File: src/rtl/ps2_ascii_decoder.sv
// PS/2 set-2 scan-code to ASCII decoder with modifier tracking and an output character FIFO.
// Optional left/right ctrl support is compiled in with `define PS2_CTRL_KEYS_EN.
module ps2_ascii_decoder #(
    parameter int FIFO_DEPTH      = 8,
    parameter int REPEAT_SUPPRESS = 0
) (
    input  logic                          clock,
    input  logic                          resetn,
    input  logic                          scan_valid,
    input  logic [7:0]                    scan_code,
    input  logic                          ascii_read,
    output logic                          ascii_ready,
    output logic [6:0]                    ascii,
    output logic [$clog2(FIFO_DEPTH):0]   fifo_count,
    output logic                          overflow,
    output logic                          shift_held,
`ifdef PS2_CTRL_KEYS_EN
    output logic                          ctrl_held,
`endif
    output logic                          caps_lock
);
    localparam int AW = $clog2(FIFO_DEPTH);
    localparam logic [AW:0] FULL = (AW+1)'(FIFO_DEPTH);

    typedef enum logic [1:0] {IDLE, BREAK, EXT, EXT_BREAK} state_t;

    state_t        state;
    logic          shift_l, shift_r, caps_down;
    logic [7:0]    last_make;
    logic          push_valid;
    logic [6:0]    push_char;
    logic [6:0]    mem [FIFO_DEPTH];
    logic [AW-1:0] rd_ptr, wr_ptr;
    logic [AW:0]   count;
    logic          ctrl_active;

    // {hit, letter index 0..25}
    function automatic logic [5:0] letter_lookup(input logic [7:0] code);
        case (code)
            8'h1C: letter_lookup = {1'b1, 5'd0};   8'h32: letter_lookup = {1'b1, 5'd1};
            8'h21: letter_lookup = {1'b1, 5'd2};   8'h23: letter_lookup = {1'b1, 5'd3};
            8'h24: letter_lookup = {1'b1, 5'd4};   8'h2B: letter_lookup = {1'b1, 5'd5};
            8'h34: letter_lookup = {1'b1, 5'd6};   8'h33: letter_lookup = {1'b1, 5'd7};
            8'h43: letter_lookup = {1'b1, 5'd8};   8'h3B: letter_lookup = {1'b1, 5'd9};
            8'h42: letter_lookup = {1'b1, 5'd10};  8'h4B: letter_lookup = {1'b1, 5'd11};
            8'h3A: letter_lookup = {1'b1, 5'd12};  8'h31: letter_lookup = {1'b1, 5'd13};
            8'h44: letter_lookup = {1'b1, 5'd14};  8'h4D: letter_lookup = {1'b1, 5'd15};
            8'h15: letter_lookup = {1'b1, 5'd16};  8'h2D: letter_lookup = {1'b1, 5'd17};
            8'h1B: letter_lookup = {1'b1, 5'd18};  8'h2C: letter_lookup = {1'b1, 5'd19};
            8'h3C: letter_lookup = {1'b1, 5'd20};  8'h2A: letter_lookup = {1'b1, 5'd21};
            8'h1D: letter_lookup = {1'b1, 5'd22};  8'h22: letter_lookup = {1'b1, 5'd23};
            8'h35: letter_lookup = {1'b1, 5'd24};  8'h1A: letter_lookup = {1'b1, 5'd25};
            default: letter_lookup = 6'd0;
        endcase
    endfunction

    // {hit, unshifted glyph, shifted glyph}
    function automatic logic [14:0] glyph_lookup(input logic [7:0] code);
        case (code)
            8'h16: glyph_lookup = {1'b1, 7'h31, 7'h21};  8'h1E: glyph_lookup = {1'b1, 7'h32, 7'h40};
            8'h26: glyph_lookup = {1'b1, 7'h33, 7'h23};  8'h25: glyph_lookup = {1'b1, 7'h34, 7'h24};
            8'h2E: glyph_lookup = {1'b1, 7'h35, 7'h25};  8'h36: glyph_lookup = {1'b1, 7'h36, 7'h5E};
            8'h3D: glyph_lookup = {1'b1, 7'h37, 7'h26};  8'h3E: glyph_lookup = {1'b1, 7'h38, 7'h2A};
            8'h46: glyph_lookup = {1'b1, 7'h39, 7'h28};  8'h45: glyph_lookup = {1'b1, 7'h30, 7'h29};
            8'h0E: glyph_lookup = {1'b1, 7'h60, 7'h7E};  8'h4E: glyph_lookup = {1'b1, 7'h2D, 7'h5F};
            8'h55: glyph_lookup = {1'b1, 7'h3D, 7'h2B};  8'h54: glyph_lookup = {1'b1, 7'h5B, 7'h7B};
            8'h5B: glyph_lookup = {1'b1, 7'h5D, 7'h7D};  8'h5D: glyph_lookup = {1'b1, 7'h5C, 7'h7C};
            8'h4C: glyph_lookup = {1'b1, 7'h3B, 7'h3A};  8'h52: glyph_lookup = {1'b1, 7'h27, 7'h22};
            8'h41: glyph_lookup = {1'b1, 7'h2C, 7'h3C};  8'h49: glyph_lookup = {1'b1, 7'h2E, 7'h3E};
            8'h4A: glyph_lookup = {1'b1, 7'h2F, 7'h3F};  8'h29: glyph_lookup = {1'b1, 7'h20, 7'h20};
            8'h5A: glyph_lookup = {1'b1, 7'h0A, 7'h0A};  8'h66: glyph_lookup = {1'b1, 7'h08, 7'h08};
            8'h0D: glyph_lookup = {1'b1, 7'h09, 7'h09};  8'h76: glyph_lookup = {1'b1, 7'h1B, 7'h1B};
            default: glyph_lookup = 15'd0;
        endcase
    endfunction

`ifdef PS2_CTRL_KEYS_EN
    logic ctrl_l, ctrl_r;
    assign ctrl_active = ctrl_l | ctrl_r;
    assign ctrl_held   = ctrl_active;
`else
    assign ctrl_active = 1'b0;
`endif

    assign shift_held = shift_l | shift_r;

    logic        is_make, is_break, is_xmake, is_xbreak, char_valid, repeat_hit;
    logic [5:0]  letter;
    logic [14:0] glyph;
    logic [6:0]  char_val;

    always_comb begin
        is_make    = 1'b0;
        is_break   = 1'b0;
        is_xmake   = 1'b0;
        is_xbreak  = 1'b0;
        char_valid = 1'b0;
        char_val   = 7'h00;
        letter     = letter_lookup(scan_code);
        glyph      = glyph_lookup(scan_code);
        if (scan_valid) begin
            case (state)
                IDLE:      is_make = !(scan_code inside {8'hE0, 8'hF0, 8'hAA, 8'hFA,
                                                         8'hEE, 8'hFE, 8'h00, 8'hFF});
                BREAK:     is_break  = 1'b1;
                EXT:       is_xmake  = (scan_code != 8'hF0);
                EXT_BREAK: is_xbreak = 1'b1;
                default:   ;
            endcase
        end
        if (is_make) begin
            if (letter[5]) begin
                char_valid = 1'b1;
                if (ctrl_active)
                    char_val = {2'b00, letter[4:0]} + 7'd1;
                else if (shift_held ^ caps_lock)
                    char_val = 7'h41 + {2'b00, letter[4:0]};
                else
                    char_val = 7'h61 + {2'b00, letter[4:0]};
            end else if (glyph[14]) begin
                char_valid = 1'b1;
                char_val   = shift_held ? glyph[6:0] : glyph[13:7];
            end
        end else if (is_xmake) begin
            if (scan_code == 8'h5A) begin
                char_valid = 1'b1;
                char_val   = 7'h0A;
            end else if (scan_code == 8'h4A) begin
                char_valid = 1'b1;
                char_val   = 7'h2F;
            end
        end
        repeat_hit = (REPEAT_SUPPRESS != 0) && (scan_code == last_make);
    end

    always_ff @(posedge clock or negedge resetn) begin
        if (!resetn) begin
            state      <= IDLE;
            shift_l    <= 1'b0;
            shift_r    <= 1'b0;
            caps_lock  <= 1'b0;
            caps_down  <= 1'b0;
            last_make  <= 8'h00;
            push_valid <= 1'b0;
            push_char  <= 7'h00;
`ifdef PS2_CTRL_KEYS_EN
            ctrl_l     <= 1'b0;
            ctrl_r     <= 1'b0;
`endif
        end else begin
            if (scan_valid) begin
                case (state)
                    IDLE:      if (scan_code == 8'hE0)      state <= EXT;
                               else if (scan_code == 8'hF0) state <= BREAK;
                    EXT:       state <= (scan_code == 8'hF0) ? EXT_BREAK : IDLE;
                    default:   state <= IDLE;
                endcase
            end
            if (is_make) begin
                last_make <= scan_code;
                if (scan_code == 8'h12) shift_l <= 1'b1;
                if (scan_code == 8'h59) shift_r <= 1'b1;
                // Typematic repeats of caps-lock must not re-toggle until released
                if (scan_code == 8'h58) begin
                    caps_down <= 1'b1;
                    if (!caps_down) caps_lock <= !caps_lock;
                end
`ifdef PS2_CTRL_KEYS_EN
                if (scan_code == 8'h14) ctrl_l <= 1'b1;
`endif
            end
            if (is_break) begin
                last_make <= 8'h00;
                if (scan_code == 8'h12) shift_l   <= 1'b0;
                if (scan_code == 8'h59) shift_r   <= 1'b0;
                if (scan_code == 8'h58) caps_down <= 1'b0;
`ifdef PS2_CTRL_KEYS_EN
                if (scan_code == 8'h14) ctrl_l <= 1'b0;
`endif
            end
            if (is_xmake) begin
                last_make <= scan_code;
`ifdef PS2_CTRL_KEYS_EN
                if (scan_code == 8'h14) ctrl_r <= 1'b1;
`endif
            end
            if (is_xbreak) begin
                last_make <= 8'h00;
`ifdef PS2_CTRL_KEYS_EN
                if (scan_code == 8'h14) ctrl_r <= 1'b0;
`endif
            end
            push_valid <= char_valid && !repeat_hit;
            push_char  <= char_val;
        end
    end

    logic do_pop, do_push;
    // A pop in the same cycle frees the slot, so a push into a full FIFO is still accepted
    assign do_pop  = ascii_read && (count != '0);
    assign do_push = push_valid && ((count != FULL) || do_pop);

    always_ff @(posedge clock) begin
        if (do_push) mem[wr_ptr] <= push_char;
    end

    always_ff @(posedge clock or negedge resetn) begin
        if (!resetn) begin
            rd_ptr   <= '0;
            wr_ptr   <= '0;
            count    <= '0;
            overflow <= 1'b0;
        end else begin
            if (do_push) wr_ptr <= wr_ptr + 1'b1;
            if (do_pop)  rd_ptr <= rd_ptr + 1'b1;
            case ({do_push, do_pop})
                2'b10:   count <= count + 1'b1;
                2'b01:   count <= count - 1'b1;
                default: ;
            endcase
            if (push_valid && !do_push) overflow <= 1'b1;
        end
    end

    assign ascii_ready = (count != '0);
    assign ascii       = ascii_ready ? mem[rd_ptr] : 7'h00;
    assign fifo_count  = count;

endmodule

File: config.mk
export PLATFORM = sky130hd
export DESIGN_NAME = ps2_ascii_decoder
export DESIGN_NICKNAME = d
export VERILOG_FILES = /design/src/rtl/ps2_ascii_decoder.sv
export SDC_FILE = /design/constraint.sdc
export NUM_CORES = 1
export LEC_CHECK = 0
export BUFFER_PORTS_ARGS = -buffer_cell sky130_fd_sc_hd__clkbuf_2
export CORE_MARGIN = 1
export CORE_UTILIZATION = 60
export CTS_CLUSTER_SIZE = 10
export DETAILED_ROUTE_END_ITERATION = 12
export GPL_ROUTABILITY_DRIVEN = 0
export GPL_TIMING_DRIVEN = 0
export PLACE_DENSITY = 0.75
export SYNTH_ARGS = -nofsm -noshare
export SYNTH_HDL_FRONTEND = slang
export SYNTH_SLANG_ARGS = --single-unit
File: constraint.sdc
create_clock -name clock -period 6.25 [get_ports clock]
set_clock_uncertainty 0.2 [all_clocks]
set_input_delay 0.3125 -clock clock [delete_from_list [all_inputs] [get_ports clock]]
set_output_delay 0.3125 -clock clock [all_outputs]
set_load 0.1 [all_outputs]
* After elaboration in Yosys (flattened, before gate mapping)
Memories as Yosys holds them, arrays and structs flattened.
Index checks and enable logic that the tools add are counted.
** Operators by class
- Add/sub/neg operators :: 6
- $mul :: 0
- Divide/modulo/power cells :: 0
- Order comparisons :: 0
- Equal/unequal tests :: 19
- Shifts and indexed selects :: 0
- Muxes and demuxes :: 42
- Bitwise gates (word level) :: 3
- Reduce and logical (&&, ||, !) cells :: 14
** Operators with widths (number)
- $eq A8 B8 Y1 const B :: 7
- $mux W7 :: 6
- $eq A8 B7 Y1 const B :: 4
- $mux W1 :: 26
- $mux W6 :: 4
- $mux W15 :: 1
- $eq A8 B5 Y1 const B :: 1
- $logic_not A8 Y1 :: 1
- $ne A8 B8 Y1 const B :: 1
- $pmux W4 S2 :: 1
- $reduce_bool A8 Y1 :: 1
- $add A6 B6 Y7 const A :: 1
- $add A7 B5 Y7 const A :: 1
- $add A3 B1 Y3 const B :: 2
- $mux W2 :: 3
- $add A4 B1 Y4 const B :: 1
- $eq A2 B1 Y1 const B :: 2
- $eq A2 B2 Y1 const B :: 2
- $ne A4 B4 Y1 const B :: 1
- $pmux W2 S2 :: 1
- $reduce_bool A4 Y1 :: 1
- $sub A4 B1 Y4 const B :: 1
- $logic_and A1 B1 Y1 :: 3
- $logic_not A1 Y1 :: 3
- other kinds (9) :: 9
** Word-level totals
- Bits in registers :: 25
- Bits in latches :: 0
- RAM bits :: 56
- ROM bits :: 2688
- Input bits :: 12
- Output and inout bits :: 15
- Logic and storage cells :: 98
- Memories kept :: 3
** Memories
- (no name shown) :: words 128, bits a word 15, rd ports 1, clocked after memory_dff 0, wr ports 0, RTL line 59 : case (code)
- (no name shown) :: words 128, bits a word 6, rd ports 1, clocked after memory_dff 0, wr ports 0, RTL line 39 : case (code)
- mem :: words 8, bits a word 7, rd ports 1, clocked after memory_dff 0, wr ports 1, RTL line 32 : logic [6:0] mem [FIFO_DEPTH];

* Depth between registers and ports, before layout
Gate-level depths: netlist (run 1).
- Depth after elaboration :: 8
- Mapped depth :: 12
- Depth with buffers taken out :: 11

* Least setup slack after synthesis (run 1)
Ideal clock, no wire load.
- Path kind :: register -> register
- From :: register count[0], in the netlist fifo_count[0]
- To :: register count[3], in the netlist fifo_count[3]
- Library setup time :: 163 ps
- Data arrival time :: 3777 ps
- Data required time :: 5887 ps
- Path slack :: 2111 ps
- Stages on the path, launching flop included :: 12
- Path buffers :: 0
- Clock period less this slack :: 4139 ps
- Path through :: dfrtp_1 > nor4_1 > inv_1 > nand2_1 > inv_1 > ha_1 > ha_1 > a21o_1 > a21oi_1 > xnor2_1 > nor2_1 > xor2_1
** On the way
- Longest elaborated chain between the ends :: 6
- Elaborated cells between the ends (all ways) :: 11
- Classes of those cells :: 2 x add/sub; 3 x eq/ne; 1 x mux; 5 x reduce/logical
** Ends and longest elaborated chain
- start, declared :: RTL line 34 : logic [AW:0] count;
- start signal, assigned :: RTL line 217 : 2'b10: count <= count + 1'b1;
- start signal, assigned :: RTL line 218 : 2'b01: count <= count - 1'b1;
- $reduce_bool A4 Y1 (*)
- via ascii_ready :: RTL line 12 : output logic ascii_ready,
- $logic_and A1 B1 Y1 (*) :: RTL line 200 : assign do_pop = ascii_read && (count != '0);
- via do_pop :: RTL line 198 : logic do_pop, do_push;
- $logic_or A1 B1 Y1 :: RTL line 201 : assign do_push = push_valid && ((count != FULL) || do_pop);
- $logic_and A1 B1 Y1 :: RTL line 201
- $eq A2 B1 Y1 / $eq A2 B2 Y1 (equally long branches) :: RTL line 216 : case ({do_push, do_pop})
- $pmux W4 S2 / $reduce_bool A2 Y1 (equally long branches)
Mark *: on every way through the listed nets, which the timed path passes. The rest lies on a longest branch.
A chain may end at the register's enable or synchronous reset.

* Final worst setup path (run 1)
- From :: register rd_ptr[0]
- To :: output ascii[2]
** On the way
- Longest elaborated chain between the ends :: 2
** Ends and longest elaborated chain
- start, declared :: RTL line 33 : logic [AW-1:0] rd_ptr, wr_ptr;
- start signal, assigned :: RTL line 215 : if (do_pop) rd_ptr <= rd_ptr + 1'b1;
- $mem_v2 Z8 W7
- $mux W7 :: RTL line 226 : assign ascii = ascii_ready ? mem[rd_ptr] : 7'h00;
- end, declared :: RTL line 13 : output logic [6:0] ascii,
No other way between the ends.

==> summary.txt, run 1 <==
Run status
  • Status: complete, no violations

Floorplan
  • Die width: 94.16 µm
  • Initial Utilization: 62.02%
  • Area of the die: 8866 µm²
  • Core area: 8217 µm²
  • Cell Rows: 33
  • I/O pin count: 27
  • Die Y: 94.16 µm

Timing
  • Peak Freq: 300.7 MHz
  • Worst Tran Pin Value: 1.255 ns
  • Unrepaired setup endpoints after global routing: no
  • Final setup viols: 0
  • Worst relative slew slack: 15.66%
  • Final Hold Vio Count: 0
  • Minimum clock period: 3.325 ns
  • Setup TNS: 0 ns
  • Final WS setup: 2.925 ns
  • Final period utilization: 53.20%
  • Slew Limit Fails: 0

Global route
  • Largest net degree at the start of global routing: 26
  • Number of global-route vias before repair: 4102
  • Grt ovf: 0
  • First-pass GRT wire length: 21530 µm
  • Tot GR Track Use: 32.78%
  • Initial antenna violation count: 0

Logic synthesis
  • Main area contributors after synthesis: edfxtp_1 33%, dfrtp_1 12%, mux4_2 6.6%
  • Top cell type's share of synthesized area: 33.00%
  • Avg Cell Area, Syn: 10.46 µm²
  • Synth Net Count: 513
  • Cells after Synth: 487
  • Synth warn: 0
  • Yosys top cell by area: edfxtp_1
  • Synth Area in Compound Gates: 17.63%
  • Seq/Total Area, Yosys: 45.27%
  • Xor/xnor share of the synthesized area: 2.234%
  • Primary FF master, synth: edfxtp_1
  • EDFF count, synth: 56
  • Largest family of logic cells by synthesized area: compound AO/OA/AOI/OAI gates
  • Simple-gate portion of the synthesized area: 16.23%
  • Mux cell area share after synthesis: 9.894%
  • Post-Syn Area: 5096 µm²
  • Yosys cell types: 71
  • FF+latch count, synth: 81
  • Adder-cell share of the synthesized area: 3.585%
  • Share of synthesized registers carrying an async set or reset: 30.86%

CTS
  • Worst-path clk slew: 0.09 ns
  • CTS tree: built
  • Clk sink count: 81
  • Setup Buffers After CTS: 0
  • Longest Clk Path Bufs: 2
  • H-tree levels: 3
  • CTS root buf: clkbuf_8
  • Latest clock arrival within the worst-skew pair: 0.34 ns
  • CTS Buf Count: 9

Critical path
  • Crit Path Category: reg -> out
  • CP delay by family, top: buffers and inverters
  • Crit path DAT: 2.81 ns
  • Reg2Reg Depth: 11
  • Critical path depth in cells: 6
  • CP Data Required Time: 5.74 ns
  • Type of origin of the critical path: flop
  • CP Capture Point: ascii[2]
  • Reg2reg setup slack: 3.10 ns
  • Setup crit end kind: output port
  • Crit-path cells: clkbuf_1 > buf_2 > mux4_2 > mux2i_1 > nor2_1 > clkbuf_2
  • Worst reg2reg path startpoint: fifo_count[1]
  • Max stage delay cell, worst path: mux4_2
  • CP Buf/Inv Count: 3
  • Crit. Startpoint: rd_ptr[0]
  • Critical Path Fanout Max: 10
  • Slowest Stage Delay on Critical Path: 0.57 ns
  • RR Endpoint: fifo_count[3]

Finish
  • Share of cells above drive strength 1: 17.92%
  • Layout Nets: 551
  • Layout area overhead: 9.403%
  • N_diodes: 0
  • Fin area: 5575 µm²

Routing
  • Final wirelength: 13840 µm
  • Remaining DRCs: 0
  • DRT Pass-1 Iters: 6
  • 1st-iter DRT viols: 812
  • Post-DRT Antenna Nets: 0
  • Drt wl/cell: 21.79 µm
  • Vias: 4430
  • Vias per std cell: 6.976

Place
  • Area after DPL: 5364 µm²
  • Port bufs: 26
  • Placement Setup Slack: 2.671 ns
  • Placed wire-length estimate: 9619 µm

Power and ir drop
  • PwrDens: 375.0 nW/µm²
  • Seq pwr share: 32.8%
  • Peak supply drop: 198.2 µV
  • Sw power: 1.008 mW
  • Leakage: 2.102 nW
  • Combinational share of power: 48.6%
  • Clk network pwr share: 18.6%
  • Power, Total: 2.091 mW
  • Switching share of power: 48.20%
  • P_int: 1.083 mW

Run
  • MaxCap Viol Count: 0

Worst hold path
  • Hold Path Class: in -> reg
==> how the worst min path moves through the flow <==
stage	from	to	slack, ns	depth (start not counted)
6_report	scan_valid	state[1]	0.03	2
5_1_grt	scan_valid	state[0]	0.02	2
4_1_cts	scan_valid	state[0]	0.01	2
3_5_place_dp	resetn	caps_lock	0.16	1
3_3_place_gp	resetn	fifo_count[0]	0.15	1
2_1_floorplan	resetn	caps_down	-0.18	0
==> cells in the mapped netlist, types with 10 or more instances <==
library cell,count
mux2i_1,11
nand3_1,13
mux4_2,15
o21ai_0,26
ha_1,13
nor3_1,11
inv_1,19
nand2b_1,13
nor2b_1,13
edfxtp_1,56
a21oi_1,29
dfrtp_1,25
clkbuf_1,10
buf_2,16
nand2_1,50
nor2_1,34
==> sequential cells by signal, summed over array words and instances, names as in the netlist, 2 cells and up <==
name and flops:
push_char 7, fifo_count 4, state 2, wr_ptr 3, rd_ptr 3, mem 56
==> logic make-up after synthesis <==
group / Yosys count
and+or+nand+nor: 167
muxes: 31
xor gates and xnor gates: 13
DFF: 81
buffers and inverters: 54
AOI/OAI and AO/OA: 127
adders and majority gates: 14
==> cells in the final DEF (no fill, tap or decap), types with 7 or more instances in the layout <==
| master | count |
|---|---|
| nand2_1 | 50 |
| clkbuf_8 | 9 |
| nand3_1 | 13 |
| a31oi_1 | 7 |
| a21oi_1 | 29 |
| nor2b_1 | 13 |
| ha_1 | 13 |
| nor2_1 | 34 |
| mux2i_1 | 11 |
| clkbuf_1 | 10 |
| nand2b_1 | 13 |
| mux4_2 | 15 |
| inv_1 | 19 |
| and2_1 | 7 |
| buf_2 | 16 |
| xnor2_1 | 7 |
| o21ai_0 | 26 |
| edfxtp_1 | 56 |
| dfrtp_1 | 25 |
| nor3_1 | 11 |
| clkbuf_2 | 27 |
==> through the flow <==
step / util (%) / std cells / hold WS (ns)
after floorplan: - / 487 / -0.1831
after global placement: 65.20 / 618 / 0.1536
after detailed placement: 65.28 / 618 / 0.1621
after CTS: 67.85 / 635 / 0.01312
after global routing: 67.85 / 635 / 0.02462
final: 67.85 / 635 / 0.02565
==> cell type report <==
cell class / instances / area, µm²
Buffer: 35 / 191.4
Clock buffer: 9 / 123.9
Clock inverter: 7 / 77.57
Fill cell: 606 / 2641
Inverter: 19 / 71.32
Multi-Input combinational cell: 352 / 2532
Sequential cell: 81 / 2307
Tap cell: 105 / 131.4
Timing Repair Buffer: 27 / 140.1
==> power groups by stage <==
stage	Sequential (mW)	Combinational, mW	Clock (mW)
final	0.686	1.02	0.388
after global routing	0.694	1.07	0.418
after CTS	0.686	1.01	0.395
after detailed placement	0.697	1.01	0
after global placement	0.689	0.991	0
after floorplan	0.792	0.719	0
==> metal layers <==
| metal | track usage, % | wire [µm] | vias to the layer above |
|---|---|---|---|
| met4 | 11.28 | 568 | 0 |
| met2 | 49.03 | 5994 | 384 |
| met3 | 10.28 | 1747 | 103 |
| met1 | 44.94 | 5525 | 2041 |
| met5 | 0 | 0 | - |
| li1 | - | - | 1902 |
==> timing repair <==
item,4_1_cts,5_1_grt
hold buffers,1,0
gates resized for setup,0,0
hold endpoints to repair,25,0
Note: power is estimated with default switching activity, not from simulation.
==> inputs of run 2 (changes only) <==
==> constraint.sdc (replaced) <==
create_clock -name clock -period 3.22 [get_ports clock]
set_clock_uncertainty 0.2 [all_clocks]
set_input_delay 0.161 -clock clock [delete_from_list [all_inputs] [get_ports clock]]
set_output_delay 0.161 -clock clock [all_outputs]
set_load 0.1 [all_outputs]
==> summary.txt, run 2 (synthesis gave the netlist of run 1 again) <==
Finish
  • Max reg flops: 56
  • Layout Nets: 552
  • N_diodes: 0
  • Final cell count without fillers: 636
  • Most frequent cells in the layout: 56 x edfxtp_1, 49 x nand2_1, 34 x nor2_1, 28 x a21oi_1, 27 x clkbuf_2
  • Top reg by flops: mem
  • Most common cell after layout, fill and taps aside: edfxtp_1
  • Share of cells above drive strength 1: 19.96%
  • Layout area overhead: 10.43%

Timing
  • Setup TNS: 0 ns
  • Unrepaired setup endpoints after global routing: no
  • Worst relative slew slack: 22.93%
  • Minimum clock period: 2.961 ns
  • Final period utilization: 91.94%
  • Final Hold Vio Count: 0
  • Final setup viols: 0
  • Peak Freq: 337.8 MHz
  • Worst Tran Pin Value: 1.147 ns
  • Slew Limit Fails: 0

Critical path
  • Worst reg2reg path startpoint: fifo_count[2]
  • RR Endpoint: fifo_count[3]
  • Slowest Stage Delay on Critical Path: 0.53 ns
  • Reg2reg setup slack: 0.26 ns
  • Setup crit end kind: output port
  • CP delay by family, top: buffers and inverters
  • Crit Path Category: reg -> out
  • CP Data Required Time: 2.86 ns
  • Crit path DAT: 2.60 ns
  • Critical Path Fanout Max: 10
  • CP Buf/Inv Count: 3
  • Type of origin of the critical path: flop
  • Max stage delay cell, worst path: mux4_2
  • Crit-path cells: clkbuf_1 > clkbuf_4 > mux4_2 > mux2i_1 > nor2_1 > clkbuf_2
  • Reg2Reg Depth: 11

Routing
  • Post-DRT Antenna Nets: 0
  • Remaining DRCs: 0
  • Met1 Wirelength: 5099 µm
  • Vias per std cell: 6.764
  • Final wirelength: 13440 µm
  • 1st-iter DRT viols: 454
  • Vias: 4302
  • DRT Pass-1 Iters: 7
  • Metal3 WL: 1355 µm
  • DR WL met2: 6240 µm
  • Uppermost layer routed: met4
  • Drt wl/cell: 21.13 µm

Global route
  • Grt ovf: 0
  • First-pass GRT wire length: 21180 µm
  • Initial antenna violation count: 0
  • Number of global-route vias before repair: 4134
  • Tot GR Track Use: 32.31%
  • Largest net degree at the start of global routing: 26

Power and ir drop
  • Switching share of power: 48.55%
  • Seq pwr share: 33.7%
  • P_int: 2.062 mW
  • PwrDens: 711.9 nW/µm²
  • Clk network pwr share: 17.1%
  • Combinational share of power: 49.3%
  • Leakage: 2.098 nW
  • Peak supply drop: 473.8 µV
  • Sw power: 1.945 mW

CTS
  • H-tree levels: 3
  • Longest Clk Path Bufs: 2
  • CTS Buf Count: 9
  • CTS root buf: clkbuf_8
  • Worst-path clk slew: 0.09 ns
  • Clk sink count: 81
  • Latest clock arrival within the worst-skew pair: 0.35 ns
  • CTS tree: built
  • Setup Buffers After CTS: 0

Place
  • Dpl cells: 618
  • Placed wire-length estimate: 9708 µm
  • Port bufs: 26

Floorplan
  • I/O pin count: 27
  • Die width: 94.16 µm
  • Cell Rows: 33
  • Core area: 8217 µm²
  • Area of the die: 8866 µm²
  • Die Y: 94.16 µm
  • Initial Utilization: 62.02%

Run
  • MaxCap Viol Count: 0

Worst hold path
  • Worst Hold End: state[1]
  • Hold Path Stages: 5
  • Hold_sp: scan_code[6]
  • Hold Path Class: in -> reg

Run status
  • Status: complete, no violations
## run 2: changes by cell type in the layout (fill, tap and decap cells not counted), sizes merged
cell	change
bufinv	-1
buf	-1
clkinvlp	+1
dlygate4sd3	+2
## run 2: worst reg2reg max path, delay by kind of cell, from the launching register on
kind | cells | cell delay [ns]
flip-flops | 1 | 0.52
buffers and inverters | 2 | 0.30
AO/OA/AOI/OAI | 2 | 0.29
XOR/XNOR | 2 | 0.26
AND/OR/NAND/NOR | 3 | 0.88
adder cells (fa/ha/maj) | 2 | 0.39
## run 2: cell type report
type,count,area (µm²)
tap,105,131.4
clock inverter,7,57.56
multi-input combinational,352,2572
buffer,34,190.2
timing repair buffer,29,160.2
inverter,19,75.07
sequential,81,2317
clock buffer,9,123.9
fill,638,2589
## run 2: worst max path at each step
stage	start	endpoint	slack (ns)	cells after the start
2_1_floorplan	fifo_count[2]	fifo_count[3]	-0.1	11
3_3_place_gp	scan_code[1]	push_char[3]	-0.15	12
3_5_place_dp	scan_code[1]	push_char[3]	-0.22	12
4_1_cts	scan_code[1]	push_char[3]	0.13	12
5_1_grt	rd_ptr[0]	ascii[3]	0.05	6
6_report	rd_ptr[0]	ascii[3]	0.26	6
## run 2: metal layers
layer	track usage, %	vias up
li1	-	1917
met5	0	-
met4	20.13	0
met1	39.89	1959
met3	6.472	91
met2	51.75	335
## run 2: per-stage QoR
stage	power (mW)	worst slack (ns)	cell area, µm²	utilization [%]	hold WS (ns)
floorplan	2.993	-0.09688	5156	-	-0.3346
global placement	3.292	-0.1507	5418	65.94	-0.01167
detailed placement	3.333	-0.2174	5418	65.94	-0.004878
CTS	4.015	0.1289	5629	68.51	0.06430
global route	4.201	0.05325	5628	68.49	0.1269
finish	4.007	0.2594	5628	68.49	0.08049
## run 2: power groups by stage
stage          sequential (mW)  combinational (mW)  clock [mW]
6_report                  1.35                1.97       0.683
5_1_grt                   1.37                2.10       0.734
4_1_cts                   1.35                1.97       0.696
3_5_place_dp              1.37                1.96           0
3_3_place_gp              1.36                1.93           0
2_1_floorplan             1.57                1.43           0
## run 2: what timing repair did
item,4_1_cts,5_1_grt
endpoints found under the hold margin,30,0
gates resized for setup,0,1
endpoints found under the setup margin,0,8
hold buffers,3,0
